--- config.mk ---
export PLATFORM = sky130hd
export DESIGN_NAME = zigzag_decryption
export DESIGN_NICKNAME = d
export VERILOG_FILES = /design/src/rtl/zigzag_pkg.sv /design/src/rtl/zigzag_addr_gen.sv /design/src/rtl/zigzag_decryption.sv
export SDC_FILE = /design/constraint.sdc
export NUM_CORES = 1
export LEC_CHECK = 0
export BUFFER_PORTS_ARGS = -buffer_cell sky130_fd_sc_hd__buf_2
export CORE_MARGIN = 3
export CORE_UTILIZATION = 57
export CTS_CLUSTER_DIAMETER = 50
export DETAILED_ROUTE_END_ITERATION = 8
export GPL_ROUTABILITY_DRIVEN = 1
export HOLD_SLACK_MARGIN = 0.08
export PLACE_DENSITY_LB_ADDON = 0.05
export SLEW_MARGIN = 30
export SYNTH_ARGS = -nofsm -noshare
export SYNTH_HDL_FRONTEND = slang
export SYNTH_SLANG_ARGS = --single-unit
--- constraint.sdc ---
create_clock -name clk_sys -period 4.85 [get_ports clk_sys]
set_input_delay 0 -clock clk_sys [delete_from_list [all_inputs] [get_ports clk_sys]]
set_output_delay 0 -clock clk_sys [all_outputs]
set_load 0.01 [all_outputs]
--- src/rtl/zigzag_pkg.sv ---
// Shared types and default constants for the rail-fence (zigzag) decryption engine.
package zigzag_pkg;

    typedef enum logic [1:0] {
        RECV = 2'd0,
        CALC = 2'd1,
        EMIT = 2'd2
    } zz_state_t;

    localparam logic [7:0] TERM_TOKEN_DEF = 8'hFA;
    localparam int         MAX_LEN_DEF    = 50;
    localparam int         KEY_MAX_DEF    = 5;

endpackage

--- src/rtl/zigzag_addr_gen.sv ---
// Combinational read-address generator: maps the emit phase/cycle counters
// onto the buffer position of the next plaintext byte.
module zigzag_addr_gen
    import zigzag_pkg::*;
#(
    parameter int KEY_MAX = KEY_MAX_DEF,
    parameter int ADDR_W  = 6,
    parameter int PH_W    = 4,
    parameter int KW      = 3
) (
    input  logic [KW-1:0]                   k,
    input  logic [PH_W-1:0]                 period,
    input  logic [KEY_MAX-1:0][ADDR_W-1:0]  start,
    input  logic [PH_W-1:0]                 phase,
    input  logic [ADDR_W-1:0]               cycle,
    input  logic [ADDR_W-1:0]               idx,
    output logic [ADDR_W-1:0]               addr
);

    logic              descending;
    logic [KW-1:0]     rail;
    logic [ADDR_W-1:0] offset;

    always_comb begin
        descending = (phase >= PH_W'(k));
        rail       = descending ? KW'(period - phase) : KW'(phase);
        // Middle rails are visited twice per period: once going down, once coming up.
        if (rail == '0 || rail == k - KW'(1)) begin
            offset = cycle;
        end else begin
            offset = ADDR_W'({cycle, 1'b0}) + ADDR_W'(descending);
        end
        addr = (k == KW'(1)) ? idx : start[rail] + offset;
    end

endmodule

--- src/rtl/zigzag_decryption.sv ---
// Rail-fence decryption engine: buffers one ciphertext message up to the
// terminator byte, derives rail boundaries, then emits plaintext one byte per cycle.
module zigzag_decryption
    import zigzag_pkg::*;
#(
    parameter int                 D_WIDTH    = 8,
    parameter int                 KEY_WIDTH  = 16,
    parameter int                 MAX_LEN    = MAX_LEN_DEF,
    parameter int                 KEY_MAX    = KEY_MAX_DEF,
    parameter logic [D_WIDTH-1:0] TERM_TOKEN = D_WIDTH'(TERM_TOKEN_DEF)
) (
    input  logic                 clk_sys,
    input  logic                 rst,
    input  logic [D_WIDTH-1:0]   data_i,
    input  logic                 valid_i,
    input  logic [KEY_WIDTH-1:0] key,
    output logic                 busy,
    output logic [D_WIDTH-1:0]   data_o,
    output logic                 valid_o
);

    localparam int ADDR_W = $clog2(MAX_LEN + 1);
    localparam int PH_W   = $clog2(2 * KEY_MAX + 1);
    localparam int KW     = $clog2(KEY_MAX + 1);

    function automatic logic [KW-1:0] clip_key(input logic [7:0] raw);
        logic [KW-1:0] k;
        if (raw == 8'd0) begin
            k = KW'(1);
        end else if (raw > 8'(KEY_MAX)) begin
            k = KW'(KEY_MAX);
        end else begin
            k = KW'(raw);
        end
        return k;
    endfunction

    function automatic logic [PH_W-1:0] period_of(input logic [KW-1:0] k);
        return PH_W'(k - KW'(1)) << 1;
    endfunction

    zz_state_t state, state_nxt;

    logic [D_WIDTH-1:0]              mem [MAX_LEN];
    logic [ADDR_W-1:0]               n_cnt;
    logic [PH_W-1:0]                 phase;
    logic [ADDR_W-1:0]               cyc;
    logic [KW-1:0]                   k_lat;
    logic [KW-1:0]                   calc_r;
    logic [ADDR_W-1:0]               acc;
    logic [KEY_MAX-1:0][ADDR_W-1:0]  start;
    logic [ADDR_W-1:0]               idx;
    logic [PH_W-1:0]                 emit_p;
    logic [ADDR_W-1:0]               emit_c;

    logic [KW-1:0]     k_cur;
    logic [PH_W-1:0]   p_cur;
    logic [PH_W-1:0]   p_lat;
    logic              term_hit;
    logic              byte_hit;
    logic              calc_last;
    logic              emit_done;
    logic              emit_fire;
    logic              gt_r, gt_k, gt_pr;
    logic [ADDR_W-1:0] rail_len;
    logic [ADDR_W-1:0] rd_addr;
    logic              unused_key;

    assign unused_key = ^key[KEY_WIDTH-1:8];
    assign k_cur      = clip_key(key[7:0]);
    assign p_cur      = period_of(k_cur);
    assign p_lat      = period_of(k_lat);
    assign term_hit   = (state == RECV) && valid_i && (data_i == TERM_TOKEN);
    assign byte_hit   = (state == RECV) && valid_i && (data_i != TERM_TOKEN)
                        && (n_cnt != ADDR_W'(MAX_LEN));
    assign calc_last  = (calc_r == k_lat - KW'(1));
    assign emit_done  = (idx == n_cnt);

    always_ff @(posedge clk_sys or posedge rst) begin
        if (rst) begin
            state <= RECV;
        end else begin
            state <= state_nxt;
        end
    end

    always_comb begin
        state_nxt = state;
        emit_fire = 1'b0;
        case (state)
            RECV: if (term_hit) state_nxt = CALC;
            CALC: if (calc_last) state_nxt = (n_cnt == '0) ? RECV : EMIT;
            EMIT: begin
                if (emit_done) state_nxt = RECV;
                else           emit_fire = 1'b1;
            end
            default: state_nxt = RECV;
        endcase
    end

    // Rail length for rail calc_r; phase and cyc hold N mod P and N / P during CALC.
    always_comb begin
        gt_r  = (phase > PH_W'(calc_r));
        gt_k  = (phase > PH_W'(k_lat - KW'(1)));
        gt_pr = (phase > (p_lat - PH_W'(calc_r)));
        if (calc_r == '0) begin
            rail_len = cyc + ADDR_W'(gt_r);
        end else if (calc_last) begin
            rail_len = cyc + ADDR_W'(gt_k);
        end else begin
            rail_len = (cyc << 1) + ADDR_W'(gt_r) + ADDR_W'(gt_pr);
        end
    end

    always_ff @(posedge clk_sys) begin
        if (byte_hit) mem[n_cnt] <= data_i;
    end

    always_ff @(posedge clk_sys or posedge rst) begin
        if (rst) begin
            n_cnt  <= '0;
            phase  <= '0;
            cyc    <= '0;
            k_lat  <= KW'(1);
            calc_r <= '0;
            acc    <= '0;
            start  <= '0;
            idx    <= '0;
            emit_p <= '0;
            emit_c <= '0;
        end else begin
            case (state)
                RECV: begin
                    if (term_hit) begin
                        k_lat  <= k_cur;
                        calc_r <= '0;
                        acc    <= '0;
                        idx    <= '0;
                        emit_p <= '0;
                        emit_c <= '0;
                    end else if (byte_hit) begin
                        n_cnt <= n_cnt + ADDR_W'(1);
                        if (p_cur == '0 || (phase + PH_W'(1)) >= p_cur) begin
                            phase <= '0;
                            cyc   <= cyc + ADDR_W'(1);
                        end else begin
                            phase <= phase + PH_W'(1);
                        end
                    end
                end
                CALC: begin
                    start[calc_r] <= acc;
                    acc           <= acc + rail_len;
                    calc_r        <= calc_r + KW'(1);
                    if (calc_last && n_cnt == '0) begin
                        phase <= '0;
                        cyc   <= '0;
                    end
                end
                EMIT: begin
                    if (emit_done) begin
                        n_cnt <= '0;
                        phase <= '0;
                        cyc   <= '0;
                    end else begin
                        idx <= idx + ADDR_W'(1);
                        if (p_lat == '0 || (emit_p + PH_W'(1)) >= p_lat) begin
                            emit_p <= '0;
                            emit_c <= emit_c + ADDR_W'(1);
                        end else begin
                            emit_p <= emit_p + PH_W'(1);
                        end
                    end
                end
                default: begin
                end
            endcase
        end
    end

    zigzag_addr_gen #(
        .KEY_MAX (KEY_MAX),
        .ADDR_W  (ADDR_W),
        .PH_W    (PH_W),
        .KW      (KW)
    ) u_addr_gen (
        .k      (k_lat),
        .period (p_lat),
        .start  (start),
        .phase  (emit_p),
        .cycle  (emit_c),
        .idx    (idx),
        .addr   (rd_addr)
    );

    // Output register stage
    always_ff @(posedge clk_sys or posedge rst) begin
        if (rst) begin
            busy    <= 1'b0;
            valid_o <= 1'b0;
            data_o  <= '0;
        end else begin
            busy    <= (state_nxt != RECV);
            valid_o <= emit_fire;
            data_o  <= emit_fire ? mem[rd_addr] : '0;
        end
    end

endmodule
==> results of run 1 <==
==> stage by stage <==
step / instance area, sq um / util [%] / power, uW
after floorplan: 21400 / - / 7300
after global placement: 22800 / 61.7 / 8470
after detailed placement: 22800 / 61.8 / 8530
after CTS: 24800 / 67.2 / 12600
after global routing: 25300 / 68.5 / 13400
final: 25300 / 68.5 / 12800
==> per-layer routing <==
| metal | vias up | share of wire [%] |
|---|---|---|
| met2 | 397 | 48 |
| met4 | 4 | 2.9 |
| met1 | 6468 | 43 |
| met3 | 89 | 6.1 |
| met5 | - | 0.038 |
| li1 | 5797 | - |
==> Yosys cell counts (9+ instances only) <==
library cell | count | area share, %
edfxtp_1 | 400 | 56
nand2_1 | 184 | 3.2
nor2_1 | 104 | 1.8
dfrtp_1 | 85 | 9.9
mux4_2 | 74 | 7.8
o21ai_0 | 58 | 1.4
ha_1 | 55 | 3.2
nand3_1 | 49 | 1.1
mux2_2 | 37 | 1.9
mux2i_1 | 36 | 1.7
clkbuf_1 | 35 | 0.61
inv_1 | 32 | 0.56
a311oi_1 | 24 | 0.98
a21oi_1 | 23 | 0.54
xor2_1 | 23 | 0.94
nor3_1 | 17 | 0.40
buf_2 | 16 | 0.37
xnor2_1 | 16 | 0.65
a21o_1 | 14 | 0.49
a31oi_1 | 13 | 0.38
nand4_1 | 11 | 0.32
nor2b_1 | 10 | 0.29
and3_1 | 9 | 0.26
==> cell usage in the layout (no fill, tap or decap), drive strengths merged, types with 25 or more instances in the layout <==
cell	count
a311oi	25
buf	121
clkbuf	73
dfrtp	85
edfxtp	400
ha	55
inv	38
mux2	38
mux2i	37
mux4	79
nand2	184
nand3	49
nor2	104
o21ai	60
==> logic make-up (layout without fill, tap and decap cells) <==
kind of cell             Yosys count  count (layout)  synth area share (%)
AO/OA/AOI/OAI                    195             195                  6.18
XOR/XNOR                          41              41                  1.77
adder cells (fa/ha/maj)           59              59                  3.58
buffers and inverters             98             273                  2.02
flip-flops                       486             486                  66.0
multiplexers                     154             154                  12.2
AND/OR/NAND/NOR                  408             408                  8.22
==> power groups by stage <==
| stage | logic (uW) | registers (uW) | clock network, uW |
|---|---|---|---|
| 2_1_floorplan | 2320 | 4980 | 0 |
| 3_3_place_gp | 3410 | 5060 | 0 |
| 3_5_place_dp | 3460 | 5070 | 0 |
| 4_1_cts | 3530 | 4990 | 4080 |
| 5_1_grt | 4110 | 5020 | 4250 |
| 6_report | 3760 | 4990 | 4020 |
==> critical path: stages, from the launching register on <==
cell,delay (ns)
dfrtp_1,0.38
ha_1,0.31
a211o_1,0.38
a311oi_2,0.32
a21o_1,0.25
mux4_2,0.33
nand2_1,0.07
o21ai_1,0.07
ha_2,0.19
fa_2,0.38
a21o_1,0.19
a21oi_2,0.17
xor2_2,0.27
o21ai_4,0.10
buf_12,0.16
buf_12,0.14
mux4_2,0.24
nand2_2,0.07
a32oi_2,0.30
nand3_2,0.17
mux2i_1,0.18
==> layout make-up <==
class	instances	area, sq um	share of cell area, %
inverters	34	129	0.510
multi-input cells	857	7200	28.5
clock inverters	26	323	1.28
well taps	504	631	2.50
repair buffers	144	1390	5.50
clock buffers	69	1420	5.61
flip-flops and latches	486	14200	56.1
==> what timing repair did <==
item | in CTS | in global routing
endpoints found under the setup margin | 8 | 9
pin swaps | 1 | 28
hold buffers | 19 | 0
endpoints found under the hold margin | 388 | 0
buffers inserted | 4 | 10
gates resized for setup | 7 | 66
cloned | 0 | 4
==> state kept, by name, summed over array words and instances (netlist names), 2 cells and up <==
register  flops
cyc           6
k_lat         3
idx           6
n_cnt         6
mem         400
emit_p        4
acc           6
calc_r        3
data_o        8
state         2
emit_c        6
phase         4
start        30
==> worst paths after layout <==
path,to
max,data_o[5]$_DFF_PP0_
min,mem[30][0]$_DFFE_PP_
max reg2reg,data_o[5]$_DFF_PP0_
min reg2reg,start[19]$_DFFE_PP0P_
max in group asynchronous,start[3]$_DFFE_PP0P_
min in group asynchronous,busy$_DFF_PP0_
==> impl.org, run 1 <==
** Hold path
- Cell depth of the worst min-delay path :: 2
- Hold Path Class :: primary input to flip-flop
- Min-delay src :: data_i[0]

** Floorplan
- Height of the die :: 200 um
- Measured along the x axis, the die boundary spans between 150 and 200 um.
- Num ports :: 37
- The core region is about 37,000 sq um.
- Row count :: 70
- Once the floorplan was initialized, standard cells occupied 58.2% of the core.
- The die covers about 40,000 sq um.

** Layout
- Counting the fill cells in the layout gives roughly 2,500.
- Compared with the post-synthesis result, the final layout area differs by 17.8%.
- For this run, the post-layout net count is 1,662.
- Share of cells above drive strength 1 :: between 20% and 30%
- Finished Layout Cells :: ~2,100
- 0 antenna diodes ended up in the layout.

** Timing
- Static timing analysis puts the maximum clock frequency at 210 MHz.
- RSZ-0062 raised after global routing :: true
- Worst clock skew :: approximately 0.027 ns
- Total setup violations reported at the end of the flow :: 0
- Final hold analysis gives a worst-case slack of 0.213 ns.
- At the pin with the least slew margin, the transition time is between 0.9 and 1 ns.
- The number of endpoints with negative hold slack in the final report came to 0.
- Across all setup checks in the final design, the least slack found is between 0.08 and 0.09 ns.
- Final cycle utilization of the critical path :: 98.2%
- After layout, the minimum clock period comes to 4.76 ns.
- Summed over all failing endpoints, the final setup total negative slack is 0 ns.
- Slew HR :: 37.9%
- The max-slew violation total from the final report came to 0.

** Worst setup path
- Setup slack on the worst reg-to-reg path comes out at 0.09 ns.
- At the worst endpoint, the required time is roughly 5.4 ns.
- CP startpoint kind :: flip-flop
- Max Fanout on Critical Path :: 8
- Critical Path Sink Type :: flip-flop
- In this run the critical register-to-register path is launched from emit_p[2]$_DFFE_PP0P_.
- Counting cells, the worst reg-to-reg path comes to 20.
- In this run the worst setup path begins at emit_p[2]$_DFFE_PP0P_.
- By startpoint and endpoint, the worst setup path is classified as flip-flop to flip-flop.
- Critical path data arrival time :: between 5 and 6 ns

** Synth
- Total number of yosys warnings :: 0
- Primary flip-flop cell chosen by synthesis mapping :: edfxtp_1
- The number of nets handed over by synthesis was roughly 1,500.
- Proportion of synthesized chip area in sequential cells :: 66.0%
- In this run the mean area of a mapped cell was between 10 and 15 sq um.
- The mapped netlist covers 21,400 sq um.
- Count of mapped cells out of synthesis :: about 1,400
- Number of storage elements in the synthesis netlist :: ~490
- Proportion of synthesized flip-flops having asynchronous set or reset :: 17.7%
- After synthesis, the netlist uses between 60 and 70 different library cells.
- Number of enable-type register cells in the synthesized netlist :: 400

** Global route
- Met1 capacity usage during global routing :: between 30% and 40%
- Global routing usage on met2 :: approximately 40%
- For this run, global-route usage on met3 was measured as 4.15%.
- The number of global-route vias before repair came to 12,821.
- met2 is the most crowded layer.
- Pin count of the biggest net entering global routing :: 67
- Total global-route track usage :: roughly a quarter
- Total gr overflow :: 0
- Initial antenna violation count :: 2
- The first global-routing pass estimated around 76,000 um of wire.

** Clocking
- TritonCTS built the clock tree.
- No sink is reached through more buffers than the 3 on the longest clock path.
- Clock latency on the worst-skew pair, taken at its later pin, is just under 0.6 ns.
- CTS H-Tree Depth :: 2
- Buffers inserted during clock tree synthesis total 53.
- Clock-pin slew on the worst setup and hold paths :: ~0.060 ns
- Clock tree synthesis selected as its root buffer the cell clkbuf_16.
- Counting every sink on the clock net gives 486.

** Outcome
- The run finished with clean final reports.

** Route
- The detail route stage leaves a number of antenna-violating nets equal to 0.
- After detailed routing, the number of vias per cell comes to about 6.0.
- Iter 0 DRT Violations :: 1,145
- In the final routed layout, each cell accounts on average for 23.7 um.
- Post-route DRC violation count :: 0
- Drt total wl :: roughly 50,000 um
- Total number of vias :: 12,755
- The pre-antenna-repair detailed-routing pass consisted of 7 iterations.

** Power
- Static leakage :: 0.00927 uW
- Cell internal power was estimated by the tool at approximately 8800 uW.
- Maximum vdd ir drop :: between 0.3 and 0.4 mV
- Combinational logic is responsible for 29.5% of the overall power.
- The analysis attributes to net switching a power of between 3000 and 4000 uW.
- Of the total power, the share spent switching nets is 31.0%.
- In this run the power density over the cells is ~500 nW/um^2.
- Per report_power, the clock group accounts for 31.5% of the total.
- Sequential fraction of design power :: roughly two fifths

** Place
- Half-perimeter wire length after detailed placement :: ~32,000 um
- Setup slack at placement :: -0.166 ns
- Counting tap cells, the placed design contains a total of ~2,000 instances.
- GP Congestion :: ~0.84
- Port Buffer Count :: 28

** Job
- The tool flagged a number of max-cap violations equal to 0.
Power figures use the tool's default switching activity.
==> run 2: changes to the inputs <==
==> constraint.sdc (replaced) <==
create_clock -name clk_sys -period 4.85 [get_ports clk_sys]
set_input_delay 0.485 -clock clk_sys [delete_from_list [all_inputs] [get_ports clk_sys]]
set_output_delay 0.485 -clock clk_sys [all_outputs]
set_load 0.01 [all_outputs]
==> run 2 against run 1 <==
Against the previous run: utilization rose by 0.085 points; first-iteration DRC count fell by 21%; routed wire length fell by 0.71%; fmax rose by 0.91%; critical path type unchanged.
==> impl.org, run 2 (synthesized netlist as in run 1, its figures left out) <==
** Layout
- Share of cells above drive strength 1 :: 25.2% (+1.7 points)
- Top Registers :: mem (400), start (30), data_o (8)
- ANT cells :: 0 (unchanged)
- Commonest non-fill, non-tap cell in the layout :: edfxtp_1
- Flip-flop count of the largest register after layout :: 400 (unchanged)
- Total number of nets in the final design :: 1,664 (+0.12%)
- Biggest register :: mem
- The area growth from synthesis to layout is 17.9%.
- The final design area excluding fillers came to 25,300 sq um (+0.12%).
- In the layout the commonest cells are 400 x edfxtp_1, 182 x nand2_1, 102 x nor2_1.
- Final core utilization :: 68.6% (+0.085 points)

** Timing
- The final period demand of the worst path was 4.72 ns (-0.0431 ns).
- The worst hold slack across all endpoints is 0.195 ns (-0.0180 ns).
- The setup clock skew after layout was 0.0204 ns (-0.00639 ns).
- Highest clock rate :: 212 MHz (+0.91%)
- The worst setup slack after layout was 0.130 ns (+0.0431 ns).
- The part of the cycle the worst path needs was 97.3% (-0.89 points).
- The max-slew violation total from the final report was 0 (unchanged).
- The headroom to the max-slew limit came to 36.0% (-1.9 points).
- Total setup violations reported at the end of the flow :: 0 (unchanged)
- Tightest Pin Transition :: 0.960 ns (+0.0359 ns)
- Number of failing hold endpoints at the final stage :: 0 (unchanged)

** Power
- Maximum vdd ir drop :: 0.372 mV (+9.0%)
- The power per cell area came to 515 nW/um^2 (+1.8%).
- Static leakage :: 0.00936 uW (+0.91%)

** Global route
- Total global-route track usage :: 25.5% (about the same)
- Total gr overflow :: 0 (unchanged)
- Number of global-route vias before repair :: 12,853 (+0.25%)
- Pin count of the biggest net entering global routing :: 64 (-4.5%)
- The initial antenna violation count is 1 (-1).
- The wire length of the first global-routing pass is 75,900 um (-0.32%).

** Worst setup path
- CP startpoint kind :: flip-flop
- The startpoint identified for the worst register-to-register timing path is k_lat[0]$_DFFE_PP1P_.
- The maximum fanout encountered on the critical timing path was 7 (-1).
- The data required time of the worst path was 5.33 ns (-0.02 ns).
- Crit Path Category :: flip-flop to flip-flop
- Critical Path Sink Type :: flip-flop
- In this run the worst setup path begins at k_lat[0]$_DFFE_PP1P_.
- Critical path data arrival time :: 5.20 ns (-0.06 ns)

** Floorplan
- The die boundary width is 200 um (unchanged).
- The overall die height is 200 um (unchanged).
- Core area :: 36,900 sq um (unchanged)
- Row count :: 70 (unchanged)
- The number of top-level design ports was 37 (unchanged).
- Starting density of the core :: 58.2% (unchanged)
- The area enclosed by the die boundary came to 40,000 sq um (unchanged).

** Clocking
- The total clock buffers created by CTS is 53 (unchanged).
- Clock-pin slew on the worst setup and hold paths :: 0.06 ns (about the same)
- The H-tree depth came to 2 (unchanged).
- The buffer levels on the longest clock path is 3 (unchanged).
- The tree is rooted in a clkbuf_16.
- The number of sinks on the clock net came to 486 (unchanged).
- TritonCTS built the clock tree.
- Clock latency reported for the late side of the worst-skew pair :: 0.59 ns (about the same)

** Hold path
- Min-delay src :: key[1]
- Hold Path Class :: primary input to flip-flop

** Place
- The placer's final routability congestion estimate is 0.849 (+1.1%).
- Setup slack at placement :: -0.144 ns (+0.0219 ns)
- Half-perimeter wire length after detailed placement :: 31,800 um (-0.17%)
- Post-Place Cell Area :: 22,900 sq um (+0.42%)
- The total of buffers placed on input and output ports was 28 (unchanged).

** Route
- Total number of vias :: 12,809 (+0.42%)
- The mean routed wirelength per cell was 23.5 um (-0.89%).
- Drt total wl :: 50,000 um (-0.71%)
- Routed met2 length :: 23,700 um (-1.2%)
- The number of remaining DRC errors is 0 (unchanged).
- The remaining antenna violation count was 0 (unchanged).
- Vias per Instance :: 6.03 (+0.23%)
- Detailed Routing Iterations Pass 1 :: 5 (-2)
- Highest layer used for signal routing :: met5
- The count of routing violations after the opening detailed-route iteration came to 908 (-21%).
- The routed metal-1 wirelength is 21,200 um (-2.8%).
- The met3 layer wire length in the routed design came to 3360 um (+9.7%).

** Outcome
- Run status :: complete, no violations

** Job
- Maxcap violations :: 0 (unchanged)
-- run 2: changes by cell type in the layout (fill, tap and decap cells not counted), moves of 5 or more --
cell,before,now
nand2_2,7,2
clkbuf_1,14,5
buf_4,70,94
nand2_1,177,182
dlygate4sd3_1,19,1
-- run 2: power by group --
group / total (uW) / internal [uW] / switching, uW
Combinational: 3720 / 1640 / 2070
Sequential: 5000 / 4770 / 226
Clock: 4310 / 2640 / 1670
Total: 13000 / 9060 / 3970
-- run 2: final cells by class --
class,instances,area [sq um]
well taps,504,631
clock buffers,62,1420
inverters,34,133
flip-flops and latches,486,14200
clock inverters,35,465
repair buffers,146,1280
fillers,2509,11600
multi-input cells,857,7190
-- run 2: final timing paths --
check | to | slack, ns | depth (start not counted)
worst max-delay path | data_o[6]$_DFF_PP0_ | 0.13 | 22
worst min-delay path | k_lat[1]$_DFFE_PP0P_ | 0.20 | 3
worst max register to register | data_o[6]$_DFF_PP0_ | 0.13 | 22
worst min register to register | start[19]$_DFFE_PP0P_ | 0.49 | 2
max in group asynchronous | start[18]$_DFFE_PP0P_ | 3.22 | 4
min in group asynchronous | busy$_DFF_PP0_ | 0.46 | 3
-- run 2: routing by layer --
layer | track usage, % | vias up
li1 | - | 5818
met5 | 0 | -
met2 | 40.3 | 393
met1 | 36.1 | 6483
met4 | 9.15 | 4
met3 | 4.77 | 111
-- run 2: per-stage QoR --
step	TNS [ns]	power, uW	instances
after floorplan	0	7300	1441
after global placement	-0.296	8460	2009
after detailed placement	-0.592	8520	2009
after CTS	0	12900	2114
after global routing	-0.157	13600	2124
final	0	13000	2124
-- run 2: critical path, stage by stage, from the launching register on --
cell and delay [ns]:
dfstp_2 0.56, buf_6 0.13, fa_1 0.47, inv_2 0.10
buf_4 0.10, nor2_1 0.03, mux2_4 0.28, a22o_4 0.25
nand2_2 0.07, o21ai_2 0.05, ha_2 0.20, fa_2 0.36
buf_4 0.15, xor2_2 0.18, mux2i_4 0.15, buf_12 0.20
buf_4 0.13, a211oi_2 0.27, a211oi_2 0.08, a311oi_2 0.29
or3_4 0.19, a31oi_2 0.09, mux2_4 0.28
-- run 2: repair_timing --
| action | 4_1_cts | 5_1_grt |
|---|---|---|
| gates cloned | 2 | 1 |
| hold buffers | 1 | 0 |
| pin swaps | 8 | 24 |
| setup buffers | 5 | 11 |
| endpoints found under the setup margin | 8 | 9 |
| resized for setup | 25 | 49 |
| hold endpoints to repair | 22 | 0 |
==> run 3: changes to the inputs <==
--- a/config.mk
+++ b/config.mk
@@ -13,7 +13,9 @@
 export GPL_ROUTABILITY_DRIVEN = 1
 export HOLD_SLACK_MARGIN = 0.08
 export PLACE_DENSITY_LB_ADDON = 0.05
+export RECOVER_POWER = 25
 export SLEW_MARGIN = 30
 export SYNTH_ARGS = -nofsm -noshare
 export SYNTH_HDL_FRONTEND = slang
 export SYNTH_SLANG_ARGS = --single-unit
+export TNS_END_PERCENT = 1
==> run 3 against run 2 <==
Against the previous run: the flow now finishes with violations (max-capacitance violations, max-slew violations); first-iteration DRC count rose by 5.5%; sequential share of layout area rose by 0.13 points; die area did not move; utilization fell by 0.16 points; final cell count barely moved; clock-buffer cell count did not move; non-clock buffer count rose by 1; combinational power barely moved; setup slack got worse by 0.071 ns; largest cell class unchanged.
==> impl.org, run 3 (synthesized netlist as in run 1, its figures left out) <==
** Outcome
- The flow ran to the end, but the final reports show violations.
- The final reports fail on max-capacitance violations, max-slew violations.

** Clocking
- The H-tree depth came to 2 (unchanged).
- Num CTS Buffers :: 53 (unchanged)
- TritonCTS built the clock tree.
- The clock-pin slew on the worst setup and hold paths came to 0.06 ns (about the same).
- Largest buffer count on any clock path :: 3 (unchanged)
- The clock network latency to the later pin of the worst-skew pair came to 0.59 ns (about the same).
- The tree is rooted in a clkbuf_16.
- Number of sinks driven by the clock tree :: 486 (unchanged)

** Layout
- ANT cells :: 0 (unchanged)
- In the final layout, the registers with the most flip-flops are mem (400), start (30), data_o (8).
- Post-route cell area :: 25,200 sq um (-0.23%)
- More flip-flops sit in one register than any other, and that register is mem.
- The flip-flop count of the largest register, all copies and words added is 400 (unchanged).
- The number of filler instances in the final layout came to 2,523 (+0.56%).
- The area growth from synthesis to layout is 17.6%.
- In the layout the commonest cells are 400 x edfxtp_1, 182 x nand2_1, 102 x nor2_1.
- The library cell used most frequently in the layout, excluding fill and tap cells, is edfxtp_1.
- Share of cells above drive strength 1 :: 24.3% (-0.88 points)
- Total number of nets in the final design :: 1,665 (+0.060%)

** Worst setup path
- STA classifies the critical path endpoint as a flip-flop.
- The worst setup path is launched from a flip-flop.
- Worst R2R Start :: k_lat[0]$_DFFE_PP1P_
- Delay contributed by the slowest stage of the critical path :: 0.56 ns (about the same)
- The kind of cell with the highest combined delay along the critical path is buffers and inverters.
- Among the stages of the critical path, the cell type that occurs most often is buf_4.
- Critical path data arrival time :: 5.31 ns (+0.11 ns)
- Required time reported for the critical path endpoint :: 5.36 ns (+0.03 ns)
- Max Fanout on Critical Path :: 6 (-1)
- Source of the critical timing path :: k_lat[0]$_DFFE_PP1P_
- The worst setup path is of the flip-flop to flip-flop kind.
- Critical Path Slowest Stage Cell :: dfstp_2
- The buffer and inverter count on the worst path came to 8 (+2).

** Place
- The half-perimeter wire length after detailed placement came to 31,800 um (unchanged).
- Port Buffer Count :: 28 (unchanged)
- The placer's final routability congestion estimate came to 0.849 (unchanged).
- Post-Place Cell Area :: 22,900 sq um (unchanged)
- The pre-CTS setup slack came to -0.144 ns (unchanged).

** Floorplan
- The area inside the core boundary was 36,900 sq um (unchanged).
- The effective utilization at floorplan is 58.2% (unchanged).
- Total die area :: 40,000 sq um (unchanged)
- Row count :: 70 (unchanged)
- Height of the die :: 200 um (unchanged)
- The number of top-level design ports is 37 (unchanged).
- Die width :: 200 um (unchanged)

** Power
- Static leakage :: 0.00932 uW (-0.37%)
- Power density normalized to cell area :: 515 nW/um^2 (about the same)
- Maximum vdd ir drop :: 0.377 mV (+1.2%)
- The overall power of the completed layout was 13,000 uW (-0.19%).

** Route
- Iter 0 DRT Violations :: 958 (+5.5%)
- Detailed Routing Iterations Pass 1 :: 5 (unchanged)
- Drt total wl :: 50,000 um (about the same)
- Vias per Instance :: 6.06 (+0.51%)
- The mean routed wirelength per cell came to 23.5 um (about the same).
- The total number of vias was 12,880 (+0.55%).
- Antenna Violating Nets Remaining :: 0 (unchanged)
- Post-route DRC violation count :: 0 (unchanged)

** Global route
- Global-route wire length before repair :: 75,900 um (unchanged)
- Total global-route track usage :: 25.5% (unchanged)
- Pin count of the biggest net entering global routing :: 64 (unchanged)
- Total gr overflow :: 0 (unchanged)
- Initial antenna violation count :: 1 (unchanged)
- Number of global-route vias before repair :: 12,853 (unchanged)

** Timing
- Number of failing hold endpoints at the final stage :: 0 (unchanged)
- The worst setup slack after layout was 0.0588 ns (-0.0711 ns).
- The setup clock skew after layout came to 0.0213 ns (+0.000964 ns).
- Minimum period implied by the final worst setup slack :: 4.79 ns (+0.0711 ns)
- The part of the cycle the worst path needs is 98.8% (+1.5 points).
- Tightest Pin Transition :: 2.45 ns (+1.49 ns)
- Slew HR :: -63.4% (-99 points)
- Max Transition Viols Final :: 307 (+307)
- Total setup violations reported at the end of the flow :: 0 (unchanged)
- RSZ-0062 raised after global routing :: true
- Highest clock rate :: 209 MHz (-1.5%)

** Hold path
- The worst hold path begins at key[1].
- The worst hold path belongs to the class primary input to flip-flop.

** Job
- The max-cap check violation count came to 6 (+6).
run 3: changes by cell type in the layout (fill, tap and decap cells not counted), sizes merged:
cell	before	now
clkbuf	63	73
buf	143	134
run 3: layout make-up:
| class | count | area, sq um | area share (%) |
|---|---|---|---|
| Clock buffer | 62 | 1420 | 5.64 |
| Clock inverter | 35 | 465 | 1.84 |
| Inverter | 34 | 133 | 0.526 |
| Multi-Input combinational cell | 857 | 7140 | 28.3 |
| Sequential cell | 486 | 14200 | 56.1 |
| Tap cell | 504 | 631 | 2.50 |
| Timing Repair Buffer | 147 | 1270 | 5.04 |
run 3: metrics by stage:
stage | hold WS (ns) | util, % | setup TNS [ns] | instances
after detailed placement | 0.482 | 62.0 | -0.592 | 2009
after floorplan | 0.442 | - | 0 | 1441
after CTS | 0.165 | 67.7 | 0 | 2114
final | 0.193 | 68.4 | 0 | 2125
after global routing | 0.224 | 68.4 | -0.290 | 2125
after global placement | 0.465 | 62.0 | -0.296 | 2009
run 3: final timing paths:
kind / slack, ns / end / depth (start not counted)
setup / recovery: 0.06 / data_o[3]$_DFF_PP0_ / 25
hold / removal: 0.19 / k_lat[1]$_DFFE_PP0P_ / 3
setup reg to reg: 0.06 / data_o[3]$_DFF_PP0_ / 25
hold reg to reg: 0.48 / start[19]$_DFFE_PP0P_ / 2
max in group asynchronous: 3.22 / start[22]$_DFFE_PP0P_ / 4
min in group asynchronous: 0.47 / busy$_DFF_PP0_ / 3
run 3: per-layer routing:
| metal | part of all wire [%] | global-route usage, % | vias up |
|---|---|---|---|
| met5 | 0.046 | 0 | - |
| met3 | 6.7 | 4.77 | 115 |
| met2 | 48 | 40.3 | 415 |
| met1 | 42 | 36.1 | 6525 |
| met4 | 3.4 | 9.15 | 4 |
| li1 | - | - | 5821 |
run 3: what timing repair did:
| item | 4_1_cts | 5_1_grt |
|---|---|---|
| setup endpoints to repair | 8 | 9 |
| hold endpoints to repair | 22 | 0 |
| hold buffers | 1 | 0 |
| resized for setup | 25 | 42 |
| buffers inserted | 5 | 11 |
| gates cloned | 2 | 1 |
| pin swaps | 8 | 21 |
run 3: worst reg2reg max path, cell delays in order (launching register included):
cell       delay (ns)
dfstp_2          0.56
buf_6            0.13
fa_1             0.45
inv_2            0.10
buf_4            0.10
nor2_1           0.03
mux2_4           0.28
a22o_4           0.25
nand2_2          0.08
o21ai_2          0.05
ha_2             0.20
fa_2             0.36
a21o_1           0.18
a21oi_2          0.13
xor2_1           0.18
buf_4            0.16
o21ai_4          0.08
buf_12           0.14
clkbuf_16        0.15
buf_12           0.13
mux4_2           0.22
nand2_1          0.07
a32oi_1          0.22
buf_4            0.17
nand3_1          0.13
mux2i_1          0.17
run 3: power by group:
| part | total, uW | internal [uW] | switching, uW |
|---|---|---|---|
| Combinational | 3690 | 1630 | 2060 |
| Sequential | 5000 | 4780 | 225 |
| Clock | 4300 | 2640 | 1660 |
